<file path="src/rtl/rca_pipe.sv">
// Pipelined ripple-carry adder/subtractor. A WIDTH-bit add is cut into WIDTH/SLICE ripple
// slices, one slice per stage. Each beat carries its own valid bit, its remaining operands,
// the sum slices completed so far and the carry into the next slice. The whole pipe freezes
// when the output beat is not taken, so bubbles are kept and never compressed.
module rca_pipe #(
  parameter int unsigned WIDTH = 32,
  parameter int unsigned SLICE = 4
) (
  input  logic             clk,
  input  logic             reset_n,
  input  logic             in_valid,
  output logic             in_ready,
  input  logic [WIDTH-1:0] a,
  input  logic [WIDTH-1:0] b,
  input  logic             ci,
  input  logic             sub,
  output logic             out_valid,
  input  logic             out_ready,
  output logic [WIDTH-1:0] s,
  output logic             co,
  output logic             ovf
);

  localparam int unsigned STAGES = WIDTH / SLICE;

  // Per-stage beat state
  logic [STAGES-1:0] vld_q, vld_d;
  logic [STAGES-1:0] cry_q, cry_d;
  logic [WIDTH-1:0]  opa_q [STAGES];
  logic [WIDTH-1:0]  opa_d [STAGES];
  logic [WIDTH-1:0]  opb_q [STAGES];
  logic [WIDTH-1:0]  opb_d [STAGES];
  logic [WIDTH-1:0]  sum_q [STAGES];
  logic [WIDTH-1:0]  sum_d [STAGES];
  logic              ovf_q, ovf_d;

  // Stage inputs (what arrives from upstream) and stage results
  logic [WIDTH-1:0]  src_a [STAGES];
  logic [WIDTH-1:0]  src_b [STAGES];
  logic [WIDTH-1:0]  src_s [STAGES];
  logic [STAGES-1:0] src_c;
  logic [STAGES-1:0] src_v;
  logic [WIDTH-1:0]  add_s [STAGES];
  logic [STAGES-1:0] add_c;
  logic              add_ovf;

  logic              stall;

  // The pipe stalls only when a result is presented and not taken
  always_comb begin
    stall    = vld_q[STAGES-1] & ~out_ready;
    in_ready = ~stall;
  end

  // Route each stage's inputs: stage 0 from the ports (B inverted for subtract), others from the
  // previous stage register
  always_comb begin
    src_a[0] = a;
    src_b[0] = sub ? ~b : b;
    src_s[0] = '0;
    src_c[0] = sub | ci;
    src_v[0] = in_valid;
    for (int unsigned k = 1; k < STAGES; k++) begin
      src_a[k] = opa_q[k-1];
      src_b[k] = opb_q[k-1];
      src_s[k] = sum_q[k-1];
      src_c[k] = cry_q[k-1];
      src_v[k] = vld_q[k-1];
    end
  end

  // Ripple-add one SLICE-bit slice per stage; the MSB carry-in is captured for overflow
  always_comb begin : slice_add
    logic        c;
    logic        c_msb;
    int unsigned idx;
    c_msb = 1'b0;
    c     = 1'b0;
    idx   = 0;
    for (int unsigned k = 0; k < STAGES; k++) begin
      add_s[k] = src_s[k];
      c        = src_c[k];
      for (int unsigned i = 0; i < SLICE; i++) begin
        idx = k * SLICE + i;
        if (idx == WIDTH - 1) c_msb = c;
        add_s[k][idx] = src_a[k][idx] ^ src_b[k][idx] ^ c;
        c = (src_a[k][idx] & src_b[k][idx]) | (c & (src_a[k][idx] ^ src_b[k][idx]));
      end
      add_c[k] = c;
    end
    add_ovf = c_msb ^ add_c[STAGES-1];
  end

  // Next state: every stage advances together, or all hold during a stall
  always_comb begin
    vld_d = vld_q;
    cry_d = cry_q;
    ovf_d = ovf_q;
    for (int unsigned k = 0; k < STAGES; k++) begin
      opa_d[k] = opa_q[k];
      opb_d[k] = opb_q[k];
      sum_d[k] = sum_q[k];
    end
    if (!stall) begin
      vld_d = src_v;
      cry_d = add_c;
      ovf_d = add_ovf;
      for (int unsigned k = 0; k < STAGES; k++) begin
        opa_d[k] = src_a[k];
        opb_d[k] = src_b[k];
        sum_d[k] = add_s[k];
      end
    end
  end

  // Stage registers; reset discards every beat in flight and clears all data
  always_ff @(posedge clk or negedge reset_n) begin
    if (!reset_n) begin
      vld_q <= '0;
      cry_q <= '0;
      ovf_q <= 1'b0;
      for (int unsigned k = 0; k < STAGES; k++) begin
        opa_q[k] <= '0;
        opb_q[k] <= '0;
        sum_q[k] <= '0;
      end
    end else begin
      vld_q <= vld_d;
      cry_q <= cry_d;
      ovf_q <= ovf_d;
      for (int unsigned k = 0; k < STAGES; k++) begin
        opa_q[k] <= opa_d[k];
        opb_q[k] <= opb_d[k];
        sum_q[k] <= sum_d[k];
      end
    end
  end

  // Outputs come straight from the last stage register
  always_comb begin
    out_valid = vld_q[STAGES-1];
    s         = sum_q[STAGES-1];
    co        = cry_q[STAGES-1];
    ovf       = ovf_q;
  end

endmodule

</file>
<file path="config.mk">
export PLATFORM = sky130hd
export DESIGN_NAME = rca_pipe
export DESIGN_NICKNAME = d
export VERILOG_FILES = /design/src/rtl/rca_pipe.sv
export SDC_FILE = /design/constraint.sdc
export NUM_CORES = 1
export LEC_CHECK = 0
export BUFFER_PORTS_ARGS = -buffer_cell sky130_fd_sc_hd__buf_4
export CAP_MARGIN = 0
export CORE_ASPECT_RATIO = 1.4
export CORE_UTILIZATION = 35
export CTS_CLUSTER_DIAMETER = 100
export DETAILED_ROUTE_END_ITERATION = 12
export PLACE_DENSITY = 0.62
export SLEW_MARGIN = 20
export SYNTH_ARGS = -nofsm -noshare
export SYNTH_HDL_FRONTEND = slang
export SYNTH_SLANG_ARGS = --single-unit
</file>
<file path="constraint.sdc">
create_clock -name clk -period 4.8 [get_ports clk]
set_input_delay 1.44 -clock clk [delete_from_list [all_inputs] [get_ports clk]]
set_output_delay 1.44 -clock clk [all_outputs]
set_load 0.02 [all_outputs]
</file>
### After elaboration in Yosys (flattened, before gate mapping)

Cells that the tools add are included.
W data, S select, Z words.

| storage, ports and cells | value |
|---|---|
| bits of input ports | 70 |
| logic and storage cells | 192 |
| memories | 0 |
| bits in read-only memories | 0 |
| bits in latches | 0 |
| output and inout bits | 36 |
| bits in registers | 609 |
| memory bits (writable) | 0 |

| operators by class | value |
|---|---|
| $lt $le $gt $ge | 0 |
| shift-type cells | 0 |
| equality and inequality tests | 0 |
| mux-type cells | 1 |
| div/mod/pow operators | 0 |
| add/sub/neg operators | 0 |
| bitwise operators | 166 |
| multiply operators | 0 |
| reductions and logical operators | 0 |

Operators with widths:

| cell | number |
|---|---|
| $and A1 B1 Y1 | 65 |
| $xor A1 B1 Y1 | 65 |
| $or A1 B1 Y1 | 33 |
| $mux W32 | 1 |
| $not A32 Y32 | 1 |
| $not A1 Y1 | 2 |

### Longest topological paths before layout

| depth | value |
|---|---|
| depth in word-level cells | 11 |
| gate-level depth with buffers | 9 |
| gate-level depth less buffers | 9 |

### Least setup slack after synthesis

No wires, ideal clock.

| timing path | value |
|---|---|
| path type | in2reg |
| start | input port sub |
| end | register sum_q, in the netlist add_s[195] |
| slack | 902 ps |
| cell stages on the path | 9 |
| arrival time | 3774 ps |
| required time | 4675 ps |
| library setup time | 125 ps |
| path buffers | 2 |
| cells stage by stage | buf_2 -> buf_2 -> nor2_1 -> fa_1 -> fa_1 -> fa_1 -> inv_1 -> fa_1 -> mux2_2 |

RTL lines:

| what | RTL line | text |
|---|---|---|
| start, declared | 16 | `input logic sub,` |
| end signal, assigned by index | 134 | `sum_q[k] <= sum_d[k];` |
| end, declared | 33 | `logic [WIDTH-1:0] sum_q [STAGES];` |

### Worst setup path in the final report

| timing path | value |
|---|---|
| start | input port out_ready |
| end | output port in_ready |

| between the ends | value |
|---|---|
| cells in the longest elaborated chain, start to end | 3 |

RTL lines:

| what | RTL line | text |
|---|---|---|
| start, declared | 18 | `input logic out_ready,` |
| $not A1 Y1 | 51 | `stall = vld_q[STAGES-1] & ~out_ready;` |
| $and A1 B1 Y1 | 51 |  |
| $not A1 Y1 | 52 | `in_ready = ~stall;` |
| end, declared | 12 | `output logic in_ready,` |

Every way passes these cells.

==> impl_metrics.tcl <==
set metrics [dict create \
    run_status "finished, final reports clean" \
    final_layout_size_suffix_gt1_share_pct 48.8 \
    hold_viol_final 0 \
    p_per_area_nw_per_um2 685 \
    first_global_vias 8110 \
    cts-root-buf "clkbuf_16" \
    yosysWarningCount 0 \
    diodes 0 \
    synthDistinctLibCells 18 \
    cpPeakStageDelay_ps 260 \
    final_util_pct 40.9 \
    syn_avg_cell_area_um2 16.7 \
    drtAntennaViolNets 0 \
    syn_to_final_growth_pct 15.2 \
    netlist_area_um2 16000 \
    setup_viol_count_final 0 \
    grt_max_degree 165 \
    drtIter0Drc 271 \
    hp-class "flop to flop" \
    clock_path_buffers 3 \
    grt_antenna_before_repair 0 \
    fin_skew_ps 11.4 \
    fillers 4198 \
    cp-start-kind "input pin" \
    vias_per_cell 4.41 \
    timing.fmax_mhz 281 \
    synth-seq-cells 385 \
    num-nets-final 1171 \
    fp.dieW_um 183 \
    pin_count 106 \
    power_mw 12.6 \
    clk_pin_slew_ps 60 \
    layout_min_cycle_time_ps 3560 \
    final_cell_mix "385 x dfrtp_1, 254 x mux2_2, 113 x buf_4, 104 x mux2_4, 53 x inv_1" \
    cts_tree "yes" \
    cp.arrival_ps 2120 \
    slew_violations 0 \
    synth_top_cell_area_share_pct 60.2 \
    crit_type "input pin to primary output" \
    numCtsBuffers 38 \
    insertion_delay_ps 530 \
    crit_path_end_kind "primary output" \
    die-height_um 255 \
    synth_top_cell_by_area "dfrtp_1" \
    place_congestion 0.708 \
    wl_per_cell_um 15.5 \
    grt-ovfl-total 0 \
    ir_drop_uv 352 \
    cap_violations 0 \
    regArea_um2 9630 \
    wl_um 26400 \
    drt-pass1-iter-count 4 \
    vias 7507 \
    htreeDepth 2 \
    synth_nets 1063 \
    synth-seq-area-share_pct 60.2 \
    rsz0062_at_grt "no" \
    ys_top_cells_by_area "dfrtp_1 60%, mux2_2 18%, mux2_4 9.8%, fa_1 4.0%, buf_6 2.7%" \
    drc 0 \
    hold_buffers 0 \
    initial_core_util_pct 35.5 \
    slowest_stage "nor2b_4" \
    multi_input_area_um2 5680 \
    cts_setup_buffers 0 \
    grt.total_usage_pct 11.8 \
    coreArea_um2 45100 \
    relSlewSlack_pct 30.4 \
    required_ps 3360 \
    grt_pass1_wl_um 43700 \
    post-route-period-util_pct 74.1 \
    crit_fanout 20 \
    cts.sink_count 385 \
    p_leak_nw 8.26 \
    post_cts_resized 0 \
    critPathMostFrequentCell "buf_4" \
    final_common_cell "dfrtp_1" \
    max_slew.worst_pin.slew_ps 1040 \
    rows 92 \
    syn_inst 961 \
    dieArea_um2 46600 \
    fin_tns_setup_ps 0 \
    hpwl_um 17000 \
    critical_path.cell_chain "buf_4 > nor2b_4 > inv_8 > buf_4" \
    io_buffers 105 \
]
per-stage QoR:
step	cell area [um2]	hold slack (ps)	std cells	setup slack (ps)
2_1_floorplan	16000	428	961	902
3_3_place_gp	17300	451	1640	941
3_5_place_dp	17300	456	1640	914
4_1_cts	18500	471	1704	1240
5_1_grt	18500	489	1704	1220
6_report	18500	466	1704	1240
routing by layer:
metal | track usage, % | share of wire [%] | wire, um | vias to the layer above
li1 | - | - | - | 3489
met1 | 15.2 | 44 | 11600 | 3880
met2 | 20.2 | 51 | 13400 | 92
met3 | 1.85 | 2.8 | 738 | 46
met4 | 4.52 | 2.8 | 753 | 0
met5 | 0 | 0 | 0 | -
final timing paths:
kind	from	end	slack (ps)	cells past startpoint
setup / recovery	out_ready	in_ready	1240	4
hold reg to reg	vld_q[6]	vld_q[7]	470	1
min in group asynchronous	reset_n	opb_q[90]	920	1
max in group asynchronous	reset_n	add_s[38]	2880	2
setup reg to reg	opa_q[60]	ovf	2480	9
hold / removal	vld_q[6]	vld_q[7]	470	1
worst max-delay path, delay by kind of cell:
kind,cells,cell delay [ps]
buffers and inverters,3,400
and+or+nand+nor,1,260
final cells by class:
class / instances / area share [%]
clock buffers: 58 / 6.16
clock inverters: 6 / 0.319
inverters: 54 / 1.14
multi-input cells: 471 / 30.8
flip-flops and latches: 385 / 52.2
well taps: 611 / 4.14
repair buffers: 119 / 5.22
sequential cells by signal (all words and copies together), names as in the netlist:
signal,count
cry_q,8
vld_q,8
opb_q,112
ovf,1
opa_q,112
s,32
add_s,112
Yosys cell counts:
cell type,number
a21oi_1,19
buf_2,8
buf_4,1
buf_6,39
clkbuf_1,3
dfrtp_1,385
fa_1,32
inv_1,53
inv_2,1
mux2_2,254
mux2_4,104
mux2i_1,7
nand2b_1,1
nor2_1,1
nor2b_2,1
nor3b_1,19
xnor2_1,6
xor2_1,27
power by group:
part           leakage [nW]  internal [mW]  switching (mW)
clock                 0.591           1.68            1.19
combinational          3.21           2.50            1.60
sequential             4.46           4.83           0.842
cell families (layout without fill, tap and decap cells):
family,Yosys count,in the layout,synth area share [%]
mux,365,365,28.1
simple gates,22,22,1.01
flops,385,385,60.2
fa+ha+maj,32,32,4.00
compound gates,19,19,0.594
xor+xnor,33,33,1.80
buf+inv,105,237,4.38
No activity file was read; power rests on OpenSTA's default activity.
